`src/rtl/ps2_scan_receiver_if.sv`:
```
// PS/2 receiver pin/consumer bundle: raw PS/2 lines in, FIFO head and status out.
// master = keyboard pins plus consumer logic, slave = ps2_scan_receiver.
interface ps2_scan_receiver_if;
    logic       ps2_clk;
    logic       ps2_data;
    logic       nextdata_n;
    logic       uppercase;
    logic [7:0] data;
    logic [7:0] ascii;
    logic       ready;
    logic       overflow;
    logic       sample;

    modport master (
        output ps2_clk, ps2_data, nextdata_n, uppercase,
        input  data, ascii, ready, overflow, sample
    );

    modport slave (
        input  ps2_clk, ps2_data, nextdata_n, uppercase,
        output data, ascii, ready, overflow, sample
    );
endinterface

```
`src/rtl/ps2_scan_receiver.sv`:
```
// PS/2 frame deserialiser with scancode FIFO and Set-2 ASCII translation of the head byte.
// Latency: ready rises 3 clk after the stop-bit ps2_clk fall; pop with nextdata_n low, full FIFO drops and flags overflow.
module ps2_scan_receiver #(
    parameter int FIFO_AW        = 3,
    parameter int TIMEOUT_CYCLES = 50000
) (
    input  logic              clk,
    input  logic              clr,
    ps2_scan_receiver_if.slave bus
);
    localparam int TW = $clog2(TIMEOUT_CYCLES + 1);
    localparam logic [TW-1:0]      TMO_LAST = TW'(TIMEOUT_CYCLES - 1);
    localparam logic [FIFO_AW-1:0] PTR_ONE  = FIFO_AW'(1);

    logic [2:0]         sync;
    logic [3:0]         cnt;
    logic [9:0]         shift;
    logic [TW-1:0]      tmo;
    logic [FIFO_AW-1:0] w_ptr;
    logic [FIFO_AW-1:0] r_ptr;
    logic               ovf;
    logic [7:0]         mem [2**FIFO_AW];

    logic sample;
    logic frame_end;
    logic frame_ok;
    logic full;
    logic ready;
    logic push;
    logic pop;

    assign sample    = sync[2] & ~sync[1];
    assign frame_end = sample && (cnt == 4'd10);
    // shift[0] is the start bit, shift[8:1] the byte, shift[9] parity; the live ps2_data is the stop bit.
    assign frame_ok  = ~shift[0] & bus.ps2_data & (^shift[9:1]);
    assign full      = (w_ptr + PTR_ONE) == r_ptr;
    assign ready     = (w_ptr != r_ptr);
    assign push      = frame_end & frame_ok & ~full;
    assign pop       = ready & ~bus.nextdata_n;

    always_ff @(posedge clk or posedge clr) begin
        if (clr) begin
            sync  <= 3'b111;
            cnt   <= 4'd0;
            shift <= 10'd0;
            tmo   <= '0;
            w_ptr <= '0;
            r_ptr <= '0;
            ovf   <= 1'b0;
        end else begin
            sync <= {sync[1:0], bus.ps2_clk};
            if (sample) begin
                shift <= {bus.ps2_data, shift[9:1]};
                cnt   <= (cnt == 4'd10) ? 4'd0 : cnt + 4'd1;
                tmo   <= '0;
            end else if (cnt != 4'd0) begin
                if (tmo == TMO_LAST) begin
                    cnt <= 4'd0;
                    tmo <= '0;
                end else begin
                    tmo <= tmo + TW'(1);
                end
            end else begin
                tmo <= '0;
            end
            if (push) w_ptr <= w_ptr + PTR_ONE;
            if (frame_end && frame_ok && full) ovf <= 1'b1;
            if (pop) r_ptr <= r_ptr + PTR_ONE;
        end
    end

    always_ff @(posedge clk) begin
        if (push) mem[w_ptr] <= shift[8:1];
    end

    // Each entry packs {unshifted, shifted} ASCII.
    logic [15:0] pair;
    always_comb begin
        pair = 16'h0000;
        case (bus.data)
            8'h1C: pair = 16'h6141; 8'h32: pair = 16'h6242; 8'h21: pair = 16'h6343;
            8'h23: pair = 16'h6444; 8'h24: pair = 16'h6545; 8'h2B: pair = 16'h6646;
            8'h34: pair = 16'h6747; 8'h33: pair = 16'h6848; 8'h43: pair = 16'h6949;
            8'h3B: pair = 16'h6A4A; 8'h42: pair = 16'h6B4B; 8'h4B: pair = 16'h6C4C;
            8'h3A: pair = 16'h6D4D; 8'h31: pair = 16'h6E4E; 8'h44: pair = 16'h6F4F;
            8'h4D: pair = 16'h7050; 8'h15: pair = 16'h7151; 8'h2D: pair = 16'h7252;
            8'h1B: pair = 16'h7353; 8'h2C: pair = 16'h7454; 8'h3C: pair = 16'h7555;
            8'h2A: pair = 16'h7656; 8'h1D: pair = 16'h7757; 8'h22: pair = 16'h7858;
            8'h35: pair = 16'h7959; 8'h1A: pair = 16'h7A5A;
            8'h45: pair = 16'h3029; 8'h16: pair = 16'h3121; 8'h1E: pair = 16'h3240;
            8'h26: pair = 16'h3323; 8'h25: pair = 16'h3424; 8'h2E: pair = 16'h3525;
            8'h36: pair = 16'h365E; 8'h3D: pair = 16'h3726; 8'h3E: pair = 16'h382A;
            8'h46: pair = 16'h3928;
            8'h4E: pair = 16'h2D5F; 8'h55: pair = 16'h3D2B; 8'h41: pair = 16'h2C3C;
            8'h49: pair = 16'h2E3E; 8'h4A: pair = 16'h2F3F; 8'h4C: pair = 16'h3B3A;
            8'h52: pair = 16'h2722; 8'h54: pair = 16'h5B7B; 8'h5B: pair = 16'h5D7D;
            8'h5D: pair = 16'h5C7C; 8'h0E: pair = 16'h607E;
            8'h29: pair = 16'h2020; 8'h5A: pair = 16'h0D0D; 8'h66: pair = 16'h0808;
            8'h0D: pair = 16'h0909; 8'h76: pair = 16'h1B1B;
            default: pair = 16'h0000;
        endcase
    end

    assign bus.data     = mem[r_ptr];
    assign bus.ascii    = bus.uppercase ? pair[7:0] : pair[15:8];
    assign bus.ready    = ready;
    assign bus.overflow = ovf;
    assign bus.sample   = sample;
endmodule

```
`src/flat_wrapper.sv`:
```
// flat-port wrapper written by rule: the top's interface ports become plain ports
module ps2_scan_receiver_flat 
#(
    parameter int FIFO_AW        = 3,
    parameter int TIMEOUT_CYCLES = 50000
)
  (clk, clr, bus_ps2_clk, bus_ps2_data, bus_nextdata_n, bus_uppercase, bus_data, bus_ascii, bus_ready, bus_overflow, bus_sample);
  ps2_scan_receiver_if bus_i ();
  input  logic clk;
  input  logic clr;
  input wire logic [$bits(bus_i.ps2_clk)-1:0] bus_ps2_clk;
  input wire logic [$bits(bus_i.ps2_data)-1:0] bus_ps2_data;
  input wire logic [$bits(bus_i.nextdata_n)-1:0] bus_nextdata_n;
  input wire logic [$bits(bus_i.uppercase)-1:0] bus_uppercase;
  output wire logic [$bits(bus_i.data)-1:0] bus_data;
  output wire logic [$bits(bus_i.ascii)-1:0] bus_ascii;
  output wire logic [$bits(bus_i.ready)-1:0] bus_ready;
  output wire logic [$bits(bus_i.overflow)-1:0] bus_overflow;
  output wire logic [$bits(bus_i.sample)-1:0] bus_sample;
  assign bus_i.ps2_clk = bus_ps2_clk;
  assign bus_i.ps2_data = bus_ps2_data;
  assign bus_i.nextdata_n = bus_nextdata_n;
  assign bus_i.uppercase = bus_uppercase;
  assign bus_data = bus_i.data;
  assign bus_ascii = bus_i.ascii;
  assign bus_ready = bus_i.ready;
  assign bus_overflow = bus_i.overflow;
  assign bus_sample = bus_i.sample;
  ps2_scan_receiver #(.FIFO_AW(FIFO_AW), .TIMEOUT_CYCLES(TIMEOUT_CYCLES)) u_core (.clk(clk), .clr(clr), .bus(bus_i));
endmodule
```
`config.mk`:
```
export PLATFORM = sky130hd
export DESIGN_NAME = ps2_scan_receiver_flat
export DESIGN_NICKNAME = d
export VERILOG_FILES = /design/src/rtl/ps2_scan_receiver_if.sv /design/src/rtl/ps2_scan_receiver.sv /design/src/flat_wrapper.sv
export SDC_FILE = /design/constraint.sdc
export NUM_CORES = 1
export LEC_CHECK = 0
export BUFFER_PORTS_ARGS = -buffer_cell sky130_fd_sc_hd__buf_2
export CAP_MARGIN = 20
export CORE_ASPECT_RATIO = 0.9
export CORE_MARGIN = 5
export CORE_UTILIZATION = 35
export CTS_CLUSTER_SIZE = 30
export DETAILED_ROUTE_END_ITERATION = 10
export HOLD_SLACK_MARGIN = 0.12
export SYNTH_ARGS = -nofsm -noshare
export SYNTH_HDL_FRONTEND = slang
export SYNTH_SLANG_ARGS = --single-unit
```
`constraint.sdc`:
```
create_clock -name clk -period 6.8 [get_ports clk]
set_input_delay 1.02 -clock clk [delete_from_list [all_inputs] [get_ports clk]]
set_output_delay 1.02 -clock clk [all_outputs]
set_load 0.05 [all_outputs]
```
-- Yosys cells after proc, flatten, opt, wreduce, memory -nomap -nowiden
Memories as Yosys holds them, arrays and structs flattened.
Index checks and enable logic that the tools add are counted.
- memories: 2
- memory bits (read-only): 1792
- RAM bits: 64
- register bits: 40
- input port bits: 6
- output and inout bits: 19
- logic and storage cells: 46
- mux-type cells: 11
- add/sub/neg operators: 4
- equality and inequality tests: 4
- bitwise operators: 10
- reduce and logical (&&, ||, !) cells: 8
- memories (memory ; depth ; width ; rd ports ; clocked after memory_dff ; write ports ; RTL line ; RTL):
    (name not given) ; 128 ; 14 ; 1 ; 0 ; 0 ; ps2_scan_receiver.sv:80 ; case (bus.data)
    u_core.mem ; 8 ; 8 ; 1 ; 0 ; 1 ; ps2_scan_receiver.sv:22 ; logic [7:0] mem [2**FIFO_AW];
- operators with widths (cell ; number):
    $mux 16 ; 4
    $add 16x1->16 const B ; 1
    $eq 16x16->1 const B ; 1
    $mux 4 ; 4
    $reduce_xor 9->1 ; 1
    $mux 8 ; 1
    $add 3x1->3 const B ; 2
    $and 1x1->1 ; 6
    $add 4x1->4 const B ; 1
    $eq 4x4->1 const B ; 1
    $not 1->1 ; 4
    $reduce_bool 2->1 ; 2
    $reduce_bool 4->1 ; 1
    $eq 3x3->1 ; 1
    $logic_and 1x1->1 ; 3
    $ne 3x3->1 ; 1
    $mux 1 ; 2
    $reduce_and 2->1 ; 1

-- Logic depth before layout (Yosys ltp)
Gate-level depths: netlist (run 1).
- depth in word-level cells: 7
- mapped depth: 13
- mapped depth without buffers: 10

-- Worst setup path before layout (run 1)
Ideal clock, no wire load.
- kind: flip-flop to output port
- start: register u_core.r_ptr[0]
- end: output port bus_ascii[6]
- cell stages (with the launch flop): 11
- slack: 1.666 ns
- path buffers: 2
- data arrival time: 4.114 ns
- required time: 5.780 ns
- cells stage by stage: dfrtp_1 buf_2 mux4_2 mux2i_4 inv_1 ha_1 clkbuf_1 nand2_2 a21oi_1 a311oi_1 o41ai_1
- cells in the longest elaborated chain, start to end: 4
- RTL lines (element ; RTL line ; RTL):
    from (decl) ; ps2_scan_receiver.sv:20 ; logic [FIFO_AW-1:0] r_ptr;
    from (signal assigned) ; ps2_scan_receiver.sv:68 ; if (pop) r_ptr <= r_ptr + PTR_ONE;
    $mem_v2 8x8 ; - ;
    named net bus_data[0] ; flat_wrapper.sv:15 ; output wire logic [$bits(bus_i.data)-1:0] bus_data;
    $mem_v2 128x14 ; - ;
    $mux 16 ; ps2_scan_receiver.sv:80 ;
    $mux 8 ; ps2_scan_receiver.sv:105 ; assign bus.ascii = bus.uppercase ? pair[7:0] : pair[15:8];
    to (decl) ; flat_wrapper.sv:16 ; output wire logic [$bits(bus_i.ascii)-1:0] bus_ascii;
The timed path passes the listed nets, and every way through them passes these cells.

-- Worst setup path in the final report (run 1)
- start: register u_core.r_ptr[1]
- end: output port bus_ascii[4]
- cells in the longest elaborated chain, start to end: 4
- RTL lines (element ; RTL line):
    $mem_v2 8x8 (*) ; -
    $mem_v2 128x14 ; -
    $mux 16 (*) ; ps2_scan_receiver.sv:80
    $mux 8 (*) ; ps2_scan_receiver.sv:105
Every way passes the cells marked *; elsewhere a longest branch is shown, timed or not.

==> results of run 1 <==
[cells in the final DEF (no fill, tap or decap), drive strengths merged, types with 2 or more instances in the layout]
| cell type | n |
|---|---|
| a211oi | 4 |
| nand4 | 8 |
| a221oi | 2 |
| and3 | 8 |
| buf | 27 |
| nor2 | 61 |
| xnor2 | 22 |
| clkbuf | 9 |
| mux2i | 8 |
| o221ai | 3 |
| xor2 | 10 |
| o21ai | 20 |
| o211a | 2 |
| o22ai | 3 |
| a211o | 3 |
| o211ai | 11 |
| o21a | 2 |
| nor3b | 2 |
| dfstp | 3 |
| nor3 | 17 |
| clkinv | 2 |
| nand2 | 77 |
| o311ai | 2 |
| ha | 14 |
| nand3 | 15 |
| dfrtp | 37 |
| a311oi | 7 |
| mux2 | 7 |
| nor2b | 4 |
| inv | 20 |
| a21oi | 17 |
| mux4 | 16 |
| nand2b | 7 |
| a31oi | 7 |
| or3 | 2 |
| edfxtp | 64 |
| a21o | 2 |
[registers in the layout (all words and copies together) (netlist names)]
signal and cells:
u_core.shift 10, u_core.r_ptr 3, u_core.cnt 4, u_core.bus.overflow 1, u_core.w_ptr 3, u_core.mem 64
u_core.sync 3, u_core.tmo 16
[kinds of logic after synthesis]
logic type	after synthesis
and+or+nand+nor	204
DFF	104
AOI/OAI and AO/OA	98
buffers and inverters	52
xor gates and xnor gates	33
muxes	31
adders and majority gates	14
other	1
[layout make-up]
cell class,count,area [sq um]
fillers,1540,9910
flip-flops and latches,104,2930
multi-input cells,381,2680
well taps,207,259
clock buffers,9,225
repair buffers,27,145
clock inverters,7,93.8
inverters,15,56.3
[through the flow]
| stage | cell area (sq um) | setup WS [ns] | util [%] | cells |
|---|---|---|---|---|
| floorplan | 5850 | 1.67 | - | 537 |
| global placement | 6060 | 1.57 | 37.2 | 734 |
| detailed placement | 6060 | 1.59 | 37.2 | 734 |
| CTS | 6380 | 1.17 | 39.2 | 750 |
| global route | 6380 | 0.886 | 39.2 | 750 |
| finish | 6380 | 1.17 | 39.2 | 750 |
[layer usage]
layer | vias to the layer above | GRT usage [%] | share of wire [%]
met3 | 25 | 2.63 | 6.5
met5 | - | 0 | 0
li1 | 1979 | - | -
met1 | 2042 | 20.1 | 46
met4 | 0 | 4.91 | 2.0
met2 | 177 | 21.5 | 45
[worst max path at each step]
stage,start,endpoint,cells past startpoint
2_1_floorplan,u_core.r_ptr[0],bus_ascii[6],10
3_3_place_gp,u_core.r_ptr[1],bus_ascii[4],10
3_5_place_dp,u_core.r_ptr[1],bus_ascii[4],10
4_1_cts,u_core.r_ptr[1],bus_ascii[4],10
5_1_grt,u_core.r_ptr[1],bus_ascii[4],10
6_report,u_core.r_ptr[1],bus_ascii[4],10
[Yosys cell counts (3+ instances only)]
| cell type | instances | area, sq um |
|---|---|---|
| mux2i_4 | 3 | 67.6 |
| buf_4 | 5 | 37.5 |
| clkbuf_1 | 10 | 37.5 |
| xnor2_1 | 21 | 184 |
| buf_6 | 5 | 56.3 |
| nand3_1 | 15 | 75.1 |
| mux2i_1 | 5 | 50.1 |
| nor2b_1 | 4 | 25.0 |
| nand2b_1 | 7 | 43.8 |
| mux4_2 | 14 | 315 |
| a211o_1 | 3 | 26.3 |
| o22ai_1 | 3 | 18.8 |
| o21ai_0 | 20 | 100 |
| o221ai_1 | 3 | 26.3 |
| buf_2 | 13 | 65.1 |
| a311oi_1 | 7 | 61.3 |
| a31oi_1 | 7 | 43.8 |
| dfrtp_1 | 37 | 926 |
| nand2_1 | 76 | 285 |
| nor3_1 | 16 | 80.1 |
| nand4_1 | 8 | 50.1 |
| and3_1 | 8 | 50.1 |
| nor2_1 | 59 | 221 |
| xor2_1 | 10 | 87.6 |
| inv_2 | 3 | 11.3 |
| a21oi_1 | 17 | 85.1 |
| inv_1 | 12 | 45.0 |
| o211ai_1 | 11 | 82.6 |
| dfstp_2 | 3 | 78.8 |
| buf_1 | 4 | 15.0 |
| edfxtp_1 | 64 | 1920 |
| ha_1 | 14 | 175 |
| mux2_2 | 6 | 67.6 |
| a211oi_1 | 4 | 30.0 |
[worst max-delay path: cells and delay by family (launching register included)]
| family | cells | cell delay, ns |
|---|---|---|
| fa+ha+maj | 1 | 0.56 |
| buf+inv | 2 | 0.59 |
| compound gates | 3 | 1.14 |
| mux | 2 | 1.19 |
| simple gates | 2 | 0.34 |
| flops | 1 | 0.41 |
==> results.py, run 1 <==
metrics = {
    "critical_path": {
        "cp.arrival_ns": 4.61,
        "r2r_setup_slack_ns": 3.56,
        "cp-start-kind": "register",
        "endpoint_kind": "output port",
        "reg2reg_depth": 7,
        "slowest_delay_ns": 0.64,
        "slowest_stage": "mux4_1",
        "criticalPathCategory": "register to output port",
        "path_max_fanout": 17,
        "reg2reg_to": "u_core.mem[3][0]",
        "worstPathRequired_ns": 5.78,
        "path_cells": "buf_4 -> mux4_1 -> mux2i_4 -> ha_1 -> nand2_2 -> a21oi_1 -> nand2_1 -> a311oi_1 -> o311a_1 -> buf_2",
        "r2r-start": "u_core.shift[3]",
    },
    "clock_network": {
        "hold_buffers": 0,
        "htree_levels": 3,
        "postCtsSetupRepairBufs": 0,
        "ctsRootBufferMaster": "clkbuf_16",
        "cts.repair.resized": 0,
        "path_clk_slew_ns": 0.08,
        "cts_tree": "done",
        "clk_path_buf_depth": 2,
        "cts_buffers": 9,
        "clock_latency_ns": 0.34,
        "cts_sinks": 104,
    },
    "layout": {
        "diodes": 0,
        "syn2layout_area_growth_pct": 9.04,
        "final_layout_size_suffix_gt1_share_pct": 15.1,
        "fin_nets": 558,
    },
    "synthesis": {
        "synthXorXnorAreaFrac_pct": 5.30,
        "ys_warn_count": 0,
        "synthFlopType": "edfxtp_1",
        "synth-adder-area-share_pct": 2.99,
        "synthCells": 537,
        "syn_area_sq_um": 5850,
        "synth_top_family_by_area": "simple AND/OR/NAND/NOR gates",
        "muxShareOfSynthArea_pct": 9.71,
        "synth-simple-area-share_pct": 15.9,
        "synth_edf_count": 64,
        "syn_avg_cell_area_sq_um": 10.9,
        "seq_area_frac_synth_pct": 50.0,
        "synth_fp_nets": 557,
        "yosysUniqueCellTypes": 66,
        "ys_seq_elements": 104,
        "synth_compound_gate_area_share_pct": 11.5,
        "async_flop_share_pct": 38.5,
    },
    "detailed_routing": {
        "post_drt_wl_per_cell_microns": 18.1,
        "routed_via_density": 5.63,
        "ant_nets": 0,
        "drc": 0,
        "dr.pass1.iters": 5,
        "wl_microns": 13600,
        "drtIter0Drc": 457,
        "via_count": 4223,
    },
    "global_routing": {
        "grt_pass1_vias": 4126,
        "antenna_found_initial": 0,
        "grt_overflow_total": 0,
        "globalRouteTotalUtil_pct": 14.1,
        "grt_pass1_wl_microns": 22100,
        "grt_max_degree": 41,
    },
    "floorplan": {
        "ios": 25,
        "core_sq_um": 16300,
        "start_util_pct": 35.9,
        "die_y_microns": 133,
        "die_w_microns": 146,
        "num_rows": 44,
        "dieArea_sq_um": 19400,
    },
    "sta": {
        "timing_hold_violations_final": 0,
        "rsz0062_at_grt": "false",
        "setup_viol": 0,
        "final.setup.tns_ns": 0,
        "drv_slew": 0,
        "tightest_slew_ns": 1.01,
        "clock_skew_ns": 0.0120,
        "layout_min_cycle_time_ns": 5.63,
        "slew_headroom_pct": 32.2,
        "period_share_pct": 82.8,
        "fmax_ghz": 0.178,
        "timing.hold.ws_ns": 0.358,
    },
    "hold_path": {
        "whs_path_depth": 0,
        "hold_start": "u_core.sync[0]",
        "hold_path_end": "u_core.sync[1]",
        "hp-class": "register to register",
    },
    "placed_design": {
        "hpwl_microns": 9070,
        "place_congestion": 0.945,
        "numPortBuffers": 23,
    },
    "outcome": {
        "status": "completed",
    },
    "flow_run": {
        "max_cap_viol_count": 0,
    },
}
Power of run 1 is left out: the tool's default activity adds up to more than one toggle a clock period on the data nets, which glitch-free logic cannot reach.
==> inputs of run 2 (changes only) <==
==> constraint.sdc (replaced) <==
create_clock -name clk -period 4.85 [get_ports clk]
set_input_delay 0.7275 -clock clk [delete_from_list [all_inputs] [get_ports clk]]
set_output_delay 0.7275 -clock clk [all_outputs]
set_load 0.05 [all_outputs]
==> run 2 against run 1 <==
  * Critical path depth unchanged
  * Core utilization is 0.22 points higher
  * Clock skew shrank 0.00053 ns
  * Via count grew 0.62%
  * Final cell count grew 1.2%
  * Global-route usage decreased by 0.27 points
  * First-iteration DRC count decreased by 9.4%
  * Hold slack better by 0.0015 ns
  * Routed wire length fell by 1.3%
  * Sequential share of layout area decreased by 0.26 points
  * Die area is the same
  * Final area up 0.57%
  * Highest routed layer unchanged
==> results.py, run 2 (same netlist as run 1, synthesis figures left out) <==
metrics = {
    "detailed_routing": {
        "drtIter0Drc": 414,
        "drc": 0,
        "routed_via_density": 5.60,
        "dr.pass1.iters": 5,
        "wl_microns": 13400,
        "via_count": 4249,
        "ant_nets": 0,
        "post_drt_wl_per_cell_microns": 17.7,
    },
    "flow_run": {
        "max_cap_viol_count": 0,
    },
    "clock_network": {
        "clock_latency_ns": 0.34,
        "path_clk_slew_ns": 0.07,
        "cts.repair.resized": 0,
        "cts_sinks": 104,
        "postCtsSetupRepairBufs": 0,
        "htree_levels": 3,
        "hold_buffers": 0,
        "ctsRootBufferMaster": "clkbuf_16",
        "clk_path_buf_depth": 2,
        "cts_buffers": 9,
        "cts_tree": "done",
    },
    "critical_path": {
        "endpoint_kind": "output port",
        "r2r-start": "u_core.shift[2]",
        "slowest_delay_ns": 0.54,
        "crit_family": "multiplexers",
        "cp-start-kind": "register",
        "cp.arrival_ns": 3.85,
        "reg2reg_depth": 7,
        "criticalPathCategory": "register to output port",
        "path_max_fanout": 9,
        "r2r_setup_slack_ns": 1.57,
        "slowest_stage": "dfrtp_1",
        "critical_path_depth": 10,
        "path_buf_inv": 2,
        "path_cells": "buf_4 -> mux4_2 -> mux2i_4 -> ha_1 -> nand2_2 -> a21oi_1 -> o32ai_1 -> o211ai_1 -> and4bb_2 -> buf_2",
        "worstPathRequired_ns": 4.12,
        "reg2reg_to": "u_core.mem[4][5]",
    },
    "sta": {
        "slew_headroom_pct": 30.7,
        "timing_hold_violations_final": 0,
        "setup_slack_ns": 0.275,
        "period_share_pct": 94.3,
        "layout_min_cycle_time_ns": 4.57,
        "setup_viol": 0,
        "drv_slew": 0,
        "tightest_slew_ns": 1.04,
        "clock_skew_ns": 0.0115,
        "final.setup.tns_ns": 0,
        "rsz0062_at_grt": "false",
        "fmax_ghz": 0.219,
        "timing.hold.ws_ns": 0.359,
    },
    "layout": {
        "layout_commonest_cell": "nand2_1",
        "diodes": 0,
        "fillCellCount": 1598,
        "stdcell_count": 759,
        "final_cell_mix": "nand2_1 (76), edfxtp_1 (64), nor2_1 (59)",
        "top_register": "u_core.mem",
        "seq_area_sq_um": 2930,
        "fin_nets": 567,
        "top_regs": "u_core.mem x64, u_core.tmo x16, u_core.shift x10",
        "multi_input_area_sq_um": 2680,
        "largest_reg_flops": 64,
        "syn2layout_area_growth_pct": 9.66,
        "final_layout_size_suffix_gt1_share_pct": 16.3,
    },
    "floorplan": {
        "dieArea_sq_um": 19400,
        "die_w_microns": 146,
        "start_util_pct": 35.9,
        "die_y_microns": 133,
        "ios": 25,
        "core_sq_um": 16300,
        "num_rows": 44,
    },
    "hold_path": {
        "hp-class": "register to register",
        "whs_path_depth": 0,
        "hold_path_end": "u_core.sync[2]",
        "hold_start": "u_core.sync[1]",
    },
    "placed_design": {
        "numPortBuffers": 23,
        "dp_cells": 743,
        "hpwl_microns": 9170,
        "place_congestion": 0.937,
        "dp_slack_ns": 0.672,
    },
    "global_routing": {
        "globalRouteTotalUtil_pct": 13.8,
        "grt_pass1_vias": 4136,
        "grt_pass1_wl_microns": 22200,
        "grt_max_degree": 41,
        "antenna_found_initial": 0,
        "grt_overflow_total": 0,
    },
    "outcome": {
        "status": "completed",
    },
}
==> run 2: layout make-up <==
class / instances / area share (%)
flip-flops and latches: 104 / 45.6
clock inverters: 6 / 0.760
repair buffers: 36 / 3.31
multi-input cells: 381 / 41.7
clock buffers: 10 / 3.72
well taps: 207 / 4.04
inverters: 15 / 0.877
==> run 2: worst max path at each step <==
stage / start / end
final: u_core.r_ptr[1] / bus_ascii[1]
after detailed placement: u_core.r_ptr[1] / bus_ascii[4]
after global placement: u_core.r_ptr[1] / bus_ascii[1]
after CTS: u_core.r_ptr[1] / bus_ascii[1]
after global routing: u_core.r_ptr[1] / bus_ascii[4]
after floorplan: u_core.r_ptr[0] / bus_ascii[6]
==> run 2: metal layers <==
layer / track usage (%) / up-vias / part of all wire (%)
met4: 3.66 / 0 / 1.5
met1: 20.4 / 2078 / 46
li1: - / 1983 / -
met2: 21.2 / 172 / 46
met3: 2.29 / 16 / 6.8
met5: 0 / - / 0
==> run 2: through the flow <==
stage	area (sq um)	utilization, %
2_1_floorplan	5850	-
3_3_place_gp	6130	37.6
3_5_place_dp	6130	37.6
4_1_cts	6420	39.4
5_1_grt	6420	39.4
6_report	6420	39.4
Power of run 2 is left out for the same reason.
